===== src/rtl/adc_serial_reader.sv =====
// Serial-ADC readout controller: issues soc on each tick, deserializes an MSB-first
// SI_en-framed bit stream into a parallel word and flags timeout/framing/overrun errors.
module adc_serial_reader #(
  parameter int WIDTH   = 12,
  parameter int TIMEOUT = 16
) (
  input  logic             clk,
  input  logic             rst,
  input  logic             tick,
  input  logic             SI,
  input  logic             SI_en,
  output logic             soc,
  output logic [WIDTH-1:0] data,
  output logic             data_valid,
  output logic             busy,
  output logic             err_timeout,
  output logic             err_frame,
  output logic             overrun
);

  // state | meaning
  // IDLE  | waiting for tick; SI_en ignored
  // SOC   | soc pulse out, counters cleared
  // WAIT  | waiting up to TIMEOUT cycles for the first framed bit
  // SHIFT | collecting the remaining bits while SI_en stays high
  typedef enum logic [1:0] {S_IDLE, S_SOC, S_WAIT, S_SHIFT} state_t;

  localparam int BW = $clog2(WIDTH + 1);

  state_t           state_q, state_d;
  logic [WIDTH-1:0] sr_q, sr_d, shifted, first;
  logic [BW-1:0]    bit_q, bit_d;
  logic [7:0]       wait_q, wait_d;
  logic [WIDTH-1:0] data_d;
  logic             dv_d, to_d, fe_d;

  always_comb begin
    state_d    = state_q;
    sr_d       = sr_q;
    bit_d      = bit_q;
    wait_d     = wait_q;
    data_d     = data;
    dv_d       = 1'b0;
    to_d       = 1'b0;
    fe_d       = 1'b0;
    shifted    = sr_q << 1;
    shifted[0] = SI;
    first      = '0;
    first[0]   = SI;

    case (state_q)
      S_IDLE: begin
        if (tick) state_d = S_SOC;
      end
      S_SOC: begin
        wait_d  = '0;
        bit_d   = '0;
        state_d = S_WAIT;
      end
      S_WAIT: begin
        if (SI_en) begin
          sr_d  = first;
          bit_d = BW'(1);
          // a one-bit word is complete on its first capture
          if (WIDTH == 1) begin
            data_d  = first;
            dv_d    = 1'b1;
            state_d = S_IDLE;
          end else begin
            state_d = S_SHIFT;
          end
        end else if (wait_q == 8'(TIMEOUT - 1)) begin
          to_d    = 1'b1;
          state_d = S_IDLE;
        end else begin
          wait_d = wait_q + 8'd1;
        end
      end
      S_SHIFT: begin
        if (SI_en) begin
          sr_d  = shifted;
          bit_d = bit_q + BW'(1);
          if (bit_q == BW'(WIDTH - 1)) begin
            data_d  = shifted;
            dv_d    = 1'b1;
            state_d = S_IDLE;
          end
        end else begin
          fe_d    = 1'b1;
          state_d = S_IDLE;
        end
      end
      default: state_d = S_IDLE;
    endcase
  end

  always_ff @(posedge clk or posedge rst) begin
    if (rst) begin
      state_q     <= S_IDLE;
      sr_q        <= '0;
      bit_q       <= '0;
      wait_q      <= '0;
      data        <= '0;
      soc         <= 1'b0;
      data_valid  <= 1'b0;
      busy        <= 1'b0;
      err_timeout <= 1'b0;
      err_frame   <= 1'b0;
      overrun     <= 1'b0;
    end else begin
      state_q     <= state_d;
      sr_q        <= sr_d;
      bit_q       <= bit_d;
      wait_q      <= wait_d;
      data        <= data_d;
      soc         <= (state_d == S_SOC);
      data_valid  <= dv_d;
      busy        <= (state_d != S_IDLE);
      err_timeout <= to_d;
      err_frame   <= fe_d;
      overrun     <= tick && (state_q != S_IDLE);
    end
  end

endmodule


===== config.mk =====
export PLATFORM = sky130hd
export DESIGN_NAME = adc_serial_reader
export DESIGN_NICKNAME = d
export VERILOG_FILES = /design/src/rtl/adc_serial_reader.sv
export SDC_FILE = /design/constraint.sdc
export NUM_CORES = 1
export LEC_CHECK = 0
export CAP_MARGIN = 20
export CORE_MARGIN = 4
export CORE_UTILIZATION = 28
export DETAILED_ROUTE_END_ITERATION = 16
export GPL_TIMING_DRIVEN = 1
export PLACE_DENSITY = 0.47
export SYNTH_ARGS = -nofsm -noshare
export SYNTH_HDL_FRONTEND = slang
export SYNTH_SLANG_ARGS = --single-unit

===== constraint.sdc =====
create_clock -name clk -period 1.45 [get_ports clk]
set_input_delay 0.29 -clock clk [delete_from_list [all_inputs] [get_ports clk]]
set_output_delay 0.29 -clock clk [all_outputs]
set_load 0.01 [all_outputs]

==> metrics.md <==
| Metric | Value |
|---|---|
| Setup Skew | `between 0.003 and 0.004 ns` |
| I/O pin cnt | `23` |
| Seq cells post-synth | `43` |
| Post-synth top cells | `dfrtp_1 (43), nand2_1 (32), o21ai_1 (13)` |
| Leakage | `roughly 1.3 nW` |
| R2R Setup Slk | `-0.03 ns` |
| CTS H-tree lvls | `2` |
| RSZ-0062 raised after global routing | `true` |
| Most frequent cell after synthesis | `dfrtp_1` |
| Largest net degree at the start of global routing | `44` |
| Area share of fa/ha/maj cells after synthesis | `~1.3%` |
| Die W | `91.0 um` |
| Simple-gate area share of the yosys netlist | `between 10% and 20%` |
| Final ANT Viol Nets | `0` |
| Post-Synth XOR/XNOR Area | `0%` |
| Relative slew margins | `79.7%` |
| Post-synth ARST share | `between 90% and 100%` |
| Synth Warn # | `0` |
| Yosys cell types | `40` |
| Worst flop-to-flop path startpoint | `bit_q[0]` |
| Slew Limit Fails | `0` |
| Total GRT Usage | `11.1%` |
| Maxcap violations | `0` |
| Design Area, Final | `between 2000 and 3000 um2` |
| Drc violations | `0` |
| First-pass GRT wire length | `~7300 um` |
| Vias after detailed routing | `roughly 1500` |
| Initial antenna violation count | `0` |
| DRT Pass-1 Iters | `4` |
| Wire per inst | `13.4 um` |
| CORE AREA | `between 6000 and 7000 um2` |
| Critical path type | `flop to flop` |
| Vias per cell | `4.82` |
| Max clock buf depth | `2` |
| Die Y | `a little over 90 um` |
| WL final | `4090 um` |
| Sequential share of the synthesized area | `between 50% and 60%` |
| Syn Inst Count | `approximately 180` |
| Power density cells | `approximately 1400 nW/um2` |
| Number of global-route vias before repair | `between 1000 and 1500` |
| Nets | `~230` |
| Share of cells above drive strength 1 | `approximately 25%` |
| Top cell type's share of synthesized area | `55.8%` |
| Clk sink count | `43` |
| Crit-path cells | `ha_2 -> nand3b_1 -> nor2_2 -> buf_12 -> mux2_2` |
| R2r worst-path depth | `5` |
| Mux cell area share after synthesis | `10.2%` |
| Critical path arrival | `around 1.7 ns` |
| Worst EP required | `1.64 ns` |
| Mapped Area | `about 1900 um2` |
| Area contributors post-synth | `dfrtp_1 (56%), mux2_1 (6.4%), nand2_1 (6.2%)` |
| FMAX | `around 670 MHz` |
| Setup WS pre-CTS | `-0.302 ns` |
| Most common flop cell mapped by yosys | `dfrtp_1` |
| I/O Buffers | `22` |
| Outcome | `finished with violations` |
| Total CTS buffers | `5` |
| CTS tree | `built` |
| Setup slack after layout | `-0.0340 ns` |
| Grt total ovfl | `0` |
| Routability cong. | `approximately 0.75` |
| Max rail drop VDD | `433 uV` |
| Clock transition at the registers of the reported paths | `around 0.09 ns` |
| Critical path's slowest cell | `dfrtp_1` |
| Max incr delay on CP | `approximately 0.37 ns` |
| Final-report hold violation count | `0` |
| Hold_buf cts | `0` |
| Compound-cell area share of the yosys netlist | `approximately 11%` |
| Ant diodes | `0` |
| Number of DRC markers in iteration 0 | `a little over 50` |
| Period utilisation layout | `102%` |
| Placed cell areas | `~2400 um2` |
| Area growth from synthesis to layout | `37.7%` |
| Placement Rows | `29` |
| # setup viols final | `12` |
| Least-Margin Pin Slew | `0.302 ns` |
| Worst hold path class | `primary input to async pin` |
| Clock period minus worst slack | `~1.5 ns` |
| Crit-path max FO | `13` |
| Syn nets | `between 150 and 200` |
| Worst-Skew Late Latency | `approximately 0.3 ns` |
| Synth Area per Inst | `about 11 um2` |
| CP Capture Type | `flop` |
| EDFF count, synth | `0` |
| DPL Wire Length | `2840 um` |
| Metal-1 WL | `a little over 2000 um` |
| DR WL met3 | `between 100 and 150 um` |
| Failing checks | `negative setup slack` |
| Die area | `about 8300 um2` |
| Capturing point of the worst reg2reg path | `data[10]` |
| Initial Util | `just under 30%` |
| Met2 WL | `approximately 1800 um` |
| Post-synthesis cell type with the largest combined area | `dfrtp_1` |
| Worst setup SP type | `flop` |
| Uppermost layer routed | `met4` |
| Clk Tree Root Cell | `clkbuf_8` |
| Largest family of logic cells by synthesized area | `simple AND/OR/NAND/NOR gates` |
final cells by class:
type	instances	area [um2]
Fill cell	635	3880
Sequential cell	43	1080
Multi-Input combinational cell	123	913
Timing Repair Buffer	48	437
Tap cell	77	96.3
Clock buffer	5	68.8
Clock inverter	3	43.8
Inverter	5	18.8
worst max-delay path: cells and delay by family, from the launching register on:
kind / cells / cell delay (ns)
mux: 1 / 0.33
buf+inv: 1 / 0.16
fa+ha+maj: 1 / 0.19
flops: 1 / 0.37
simple gates: 2 / 0.32
per-layer routing:
layer | vias up | GRT usage [%]
met1 | 701 | 16.0
met3 | 8 | 2.98
met5 | - | 0
met4 | 0 | 4.90
met2 | 24 | 15.5
li1 | 731 | -
power breakdown:
part	switching (mW)	internal [mW]	total (mW)
clock	0.437	0.513	0.950
combinational	0.672	0.563	1.23
sequential	0.136	1.38	1.51
per-stage QoR:
step	utilization (%)	power [mW]	setup TNS, ns	hold slack [ns]	instances
4_1_cts	39.1	3.64	-0.254	0.328	303
5_1_grt	40.6	3.96	-1.13	0.348	304
2_1_floorplan	-	2.16	-0.0415	0.419	178
3_5_place_dp	37.3	2.67	-6.37	0.475	295
6_report	40.6	3.70	-0.276	0.323	304
3_3_place_gp	37.3	2.66	-6.37	0.469	295
flip-flops by register name (all words and copies together), names as in the netlist:
name / count
bit_q: 4
busy: 1
data: 12
data_valid: 1
err_frame: 1
err_timeout: 1
overrun: 1
soc: 1
sr_q: 11
state_q: 2
wait_q: 8
cells by family (layout without fill, tap and decap cells):
| kind of cell | after synthesis | after routing |
|---|---|---|
| and+or+nand+nor | 66 | 66 |
| DFF | 43 | 43 |
| AOI/OAI and AO/OA | 37 | 37 |
| muxes | 18 | 18 |
| buffers and inverters | 12 | 61 |
| adders and majority gates | 2 | 2 |
worst max-delay path by stage:
stage	startpoint	end	slack, ns	cells after the start
after floorplan	bit_q[1]	data[10]	-0.01	5
after global placement	SI_en	data[10]	-0.27	5
after detailed placement	SI_en	wait_q[6]	-0.30	4
after CTS	bit_q[0]	data[1]	-0.03	5
after global routing	bit_q[0]	data[2]	-0.1	5
final	bit_q[0]	data[10]	-0.03	5
timing repair:
item,CTS,global route
hold endpoints to repair,0,0
buffers inserted,0,1
pin swaps,4,6
endpoints found under the setup margin,34,20
resized for setup,23,19
cells in the final DEF, fill, tap and decap left out, drive strengths merged, types with 4 or more instances in the layout:
cell type / instances
a21oi: 4
buf: 26
clkbuf: 5
dfrtp: 43
dlygate4sd2: 18
inv: 4
mux2: 13
mux2i: 5
nand2: 32
nand2b: 4
nand3: 5
nor2: 4
nor2b: 4
o21ai: 22
Power figures use the tool's default switching activity.
==> RTL change 1 (config.mk and constraints unchanged) <==
Change the parameter `TIMEOUT` from 16 to 15.
--- a/src/rtl/adc_serial_reader.sv
+++ b/src/rtl/adc_serial_reader.sv
@@ -2,7 +2,7 @@
 // SI_en-framed bit stream into a parallel word and flags timeout/framing/overrun errors.
 module adc_serial_reader #(
   parameter int WIDTH   = 12,
-  parameter int TIMEOUT = 16
+  parameter int TIMEOUT = 15
 ) (
   input  logic             clk,
   input  logic             rst,
Check against the original RTL: same outputs for any inputs over 10 cycles, from zero or initial values and one cycle with rst high; that may be too few to reach the edited logic, so the function may still have changed.
==> RTL change 1 against the original RTL <==
The run still ends with setup timing left. Via count is 1.6% lower. Synthesized cell count is 2.8% lower. Wire length fell by 0.15%. Area after synthesis fell by 3.1%. Total power up 2.4%. Final area grew 1.3%. Setup slack worse by 0.36 ns. Clock power is 16% higher. First-iteration DRC count down 9.8%. Sequential cell count unchanged. Critical path type unchanged.
==> RTL change 1: results (changes against the original RTL) <==
Run status
  – Status: complete, but fails checks
  – Failing checks: setup timing

Placement
  – Final GP Congestion: 0.8094 (+7.6%)
  – Post-DP Area: 2416 um^2 (-0.77%)
  – Post-place setup slack: -0.4235 ns (-0.1212 ns)

Drt
  – Met1 WL: 1.905 mm (-8.3%)
  – Routed wl met3: 173 um (+16%)
  – Routed wl met2: 1.968 mm (+11%)
  – Vias per cell: 4.721 (-2.0%)

Pwr
  – Peak supply drop: 526.3 uV (+22%)

Timing
  – WHS: 0.3317 ns (+0.008585 ns)
  – Total negative slack: -5.622 ns (-5.345 ns)
  – Final setup violation count: 20 (+8)
  – Skew final: 0.008884 ns (+0.005024 ns)
  – Final worst slack: -0.3940 ns (-0.3600 ns)

Final layout
  – Fillers: 615 (-3.1%)
  – Fin cells: 305 (+0.33%)
  – Layout cell share with drive strength beyond 1: 30.26% (+5.2 points)
  – Design area: 2688 um^2 (+1.3%)

GRT
  – First-pass GRT wire length: 6.941 mm (-4.7%)
  – Vias in the first global route: 1,434 (-2.9%)
  – GRT Resource Usage Total: 11.26% (+0.18 points)

Worst setup path
  – Crit path from: wait_q[0]
  – Critical Path Fanout Max: 4 (-9)

Yosys
  – Post-Syn Nets: 181 (-2.2%)
RTL change 1: metal layers:
layer / GRT usage, % / vias to the layer above
li1: - / 707
met1: 15.21 / 697
met2: 17.62 / 32
met3: 3.102 / 4
met4: 3.383 / 0
met5: 0 / -
RTL change 1: path summary, 6_finish.rpt:
check	to	depth (start not counted)
worst max-delay path	wait_q[0]	6
worst min-delay path	busy	3
worst max register to register	wait_q[0]	6
worst min register to register	sr_q[10]	2
max in group asynchronous	state_q[0]	3
min in group clk	sr_q[10]	2
RTL change 1: worst max-delay path, stage by stage (launching register included):
cell     delay (ns)
dfrtp_1        0.38
inv_1          0.06
ha_2           0.17
or4b_4         0.46
or3_4          0.37
and4_4         0.21
nor3_2         0.13
RTL change 1: kinds of logic after synthesis:
kind of cell / count (synthesis) / share of synthesized area (%)
muxes: 14 / 8.378
and+or+nand+nor: 66 / 17.90
adders and majority gates: 3 / 2.011
xor gates and xnor gates: 3 / 1.408
AOI/OAI and AO/OA: 32 / 9.853
buffers and inverters: 12 / 2.815
DFF: 43 / 57.64
RTL change 1: power by group:
group	leakage [nW]	internal (mW)	switching [mW]	total (mW)
clock	0.0654	0.689	0.415	1.10
sequential	0.582	1.38	0.124	1.50
combinational	0.642	0.584	0.600	1.18
total	1.29	2.65	1.14	3.79
RTL change 1: layout make-up:
class,instances,area share [%]
Multi-Input combinational cell,118,31.89
Clock inverter,2,2.235
Tap cell,77,3.585
Timing Repair Buffer,54,18.81
Clock buffer,6,2.700
Inverter,5,0.6983
Sequential cell,43,40.08
RTL change 1: timing repair:
action                     in CTS  in global routing
setup buffers                   5                  2
setup endpoints to repair      39                 23
gates cloned                    1                  0
pin swaps                       6                  1
resized for setup              33                  5
==> RTL change 2 (config.mk and constraints unchanged) <==
Made on the original files. Add an input register stage for `tick`, `SI` and `SI_en`; this delays them by one clock.
--- a/src/rtl/adc_serial_reader.sv
+++ b/src/rtl/adc_serial_reader.sv
@@ -27,6 +27,16 @@
 
   localparam int BW = $clog2(WIDTH + 1);
 
+  logic tick_q;
+  logic SI_q;
+  logic SI_en_q;
+
+  always_ff @(posedge clk) begin
+    tick_q  <= tick;
+    SI_q    <= SI;
+    SI_en_q <= SI_en;
+  end
+
   state_t           state_q, state_d;
   logic [WIDTH-1:0] sr_q, sr_d, shifted, first;
   logic [BW-1:0]    bit_q, bit_d;
@@ -44,13 +54,13 @@
     to_d       = 1'b0;
     fe_d       = 1'b0;
     shifted    = sr_q << 1;
-    shifted[0] = SI;
+    shifted[0] = SI_q;
     first      = '0;
-    first[0]   = SI;
+    first[0]   = SI_q;
 
     case (state_q)
       S_IDLE: begin
-        if (tick) state_d = S_SOC;
+        if (tick_q) state_d = S_SOC;
       end
       S_SOC: begin
         wait_d  = '0;
@@ -58,7 +68,7 @@
         state_d = S_WAIT;
       end
       S_WAIT: begin
-        if (SI_en) begin
+        if (SI_en_q) begin
           sr_d  = first;
           bit_d = BW'(1);
           // a one-bit word is complete on its first capture
@@ -77,7 +87,7 @@
         end
       end
       S_SHIFT: begin
-        if (SI_en) begin
+        if (SI_en_q) begin
           sr_d  = shifted;
           bit_d = bit_q + BW'(1);
           if (bit_q == BW'(WIDTH - 1)) begin
@@ -118,7 +128,7 @@
       busy        <= (state_d != S_IDLE);
       err_timeout <= to_d;
       err_frame   <= fe_d;
-      overrun     <= tick && (state_q != S_IDLE);
+      overrun     <= tick_q && (state_q != S_IDLE);
     end
   end
 
Behaviour: not the same (Yosys sat finds a counterexample within 4 cycles, from zero or initial values and one cycle with rst high).
==> RTL change 2 against the original RTL <==
Final area up 1.0%. Critical path type unchanged. Worst hold slack improved by 0.0054 ns. Fmax is 4.1% higher. Largest power group unchanged. Area after synthesis increased by 3.1%. Sequential cell count rose by 3. Count of clock-buffer cells in the layout up 1. Wire length about the same. Total power rose by 3.9%. Combinational power decreased by 15%. Sequential power rose by 8%. Non-clock buffer count is 3 lower. Setup slack better by 0.059 ns.
==> RTL change 2: results (changes against the original RTL) <==
Worst setup path
  – RR Endpoint: state_q[1]
  – R2r worst-path depth: 3 (-2)
  – Top delay family on crit path: simple AND/OR/NAND/NOR gates
  – Slowest cell on the critical path: or4_4
  – Crit path from: wait_q[5]
  – CP peak stage delay: 0.57 ns (+0.20 ns)
  – CP arrival: 1.60 ns (-0.08 ns)
  – Critical Path Fanout Max: 5 (-8)
  – Reg2reg setup slack: 0.02 ns (+0.06 ns)

GRT
  – GRT Resource Usage Total: 10.37% (-0.70 points)
  – Vias in the first global route: 1,424 (-3.6%)
  – Met2 global-route usage: 14.42% (-1.1 points)
  – GR Util met3: 2.871% (-0.10 points)
  – M1 GR Usage: 15.36% (-0.62 points)
  – First-pass GRT wire length: 7.093 mm (-2.6%)

Timing
  – Measured slew at the worst slew-check pin: 0.3222 ns (+0.02056 ns)
  – Skew final: 0.01191 ns (+0.008055 ns)
  – WHS: 0.3285 ns (+0.005368 ns)

Hold path
  – HP Class: input port to async pin

Drt
  – Iter 0 DRT Violations: 68 (+33%)
  – Routed wl met2: 1.769 mm (-0.28%)
  – Via count: 1,450 (-0.96%)
  – Vias per cell: 4.489 (-6.8%)
  – Average wire per standard cell: 12.65 um (-5.9%)
  – Routed wl met3: 134 um (-10%)

Yosys
  – Post-Syn Nets: 188 (+1.6%)
  – Main area contributors after synthesis: dfrtp_1 54%, mux2_1 6.2%, nand2_1 6.0%
  – Yosys warning count: 0 (unchanged)
  – Synth cell types: 41 (+2.5%)
  – Mapped Cells: 181 (+1.7%)

Placement
  – Cells after DPL: 314 (+6.4%)
  – Final GP Congestion: 0.7903 (+5.1%)
  – DP Wirelength: 2.871 mm (+0.91%)

Pwr
  – Sw Ratio: 30.59% (-3.1 points)
  – Peak supply drop: 783.2 uV (+81%)

Clocking
  – TritonCTS buffer count: 5 (unchanged)

Final layout
  – Layout cell share with drive strength beyond 1: 22.47% (-2.6 points)

Run status
  – Status: finished, final reports clean
## RTL change 2: changes by cell type in the layout (fill, tap and decap cells not counted), moves of 2 or more
| cell | unedited run | this run |
|---|---|---|
| mux2_4 | 3 | 0 |
| dfrtp_1 | 43 | 41 |
| buf_4 | 22 | 20 |
| dfxtp_1 | 0 | 2 |
| mux2_1 | 8 | 11 |
| dfrtp_2 | 0 | 2 |
| ha_2 | 2 | 0 |
## RTL change 2: cell families after synthesis
group | count (synthesis) | synth area share, %
buffers and inverters | 12 | 2.645
DFF | 46 | 57.18
AOI/OAI and AO/OA | 37 | 11.15
and+or+nand+nor | 66 | 17.88
adders and majority gates | 2 | 1.259
muxes | 18 | 9.887
## RTL change 2: power by group through the flow
stage / Combinational, mW / Sequential, mW / Clock [mW]
after floorplan: 0.584 / 1.62 / 0
after global placement: 1.02 / 1.64 / 0
after detailed placement: 1.03 / 1.64 / 0
after CTS: 1.03 / 1.61 / 1.21
after global routing: 1.19 / 1.66 / 1.24
final: 1.04 / 1.63 / 1.17
## RTL change 2: through the flow
stage	setup WS [ns]	setup TNS, ns
2_1_floorplan	-0.01426	-0.04150
3_3_place_gp	-0.04635	-0.05534
3_5_place_dp	-0.07337	-0.07380
4_1_cts	-0.03020	-0.05921
5_1_grt	-0.04264	-0.3317
6_report	0.02495	0
## RTL change 2: tightest hold or removal path: stages
cell and delay (ns):
clkdlybuf4s50_1 0.40, clkinv_1 0.07, buf_12 0.24
## RTL change 2: area by class of cell
cell class              instances  area, um^2
clock inverters                 2       60.06
flip-flops and latches         46        1140
clock buffers                   6       82.58
repair buffers                 45       399.1
inverters                       5       18.77
fillers                       714        4150
well taps                      96       120.1
multi-input cells             123       860.8
## RTL change 2: repair_timing
item	in CTS	in global routing
setup endpoints to repair	26	21
pin swaps	4	5
setup buffers	0	1
resized for setup	21	13
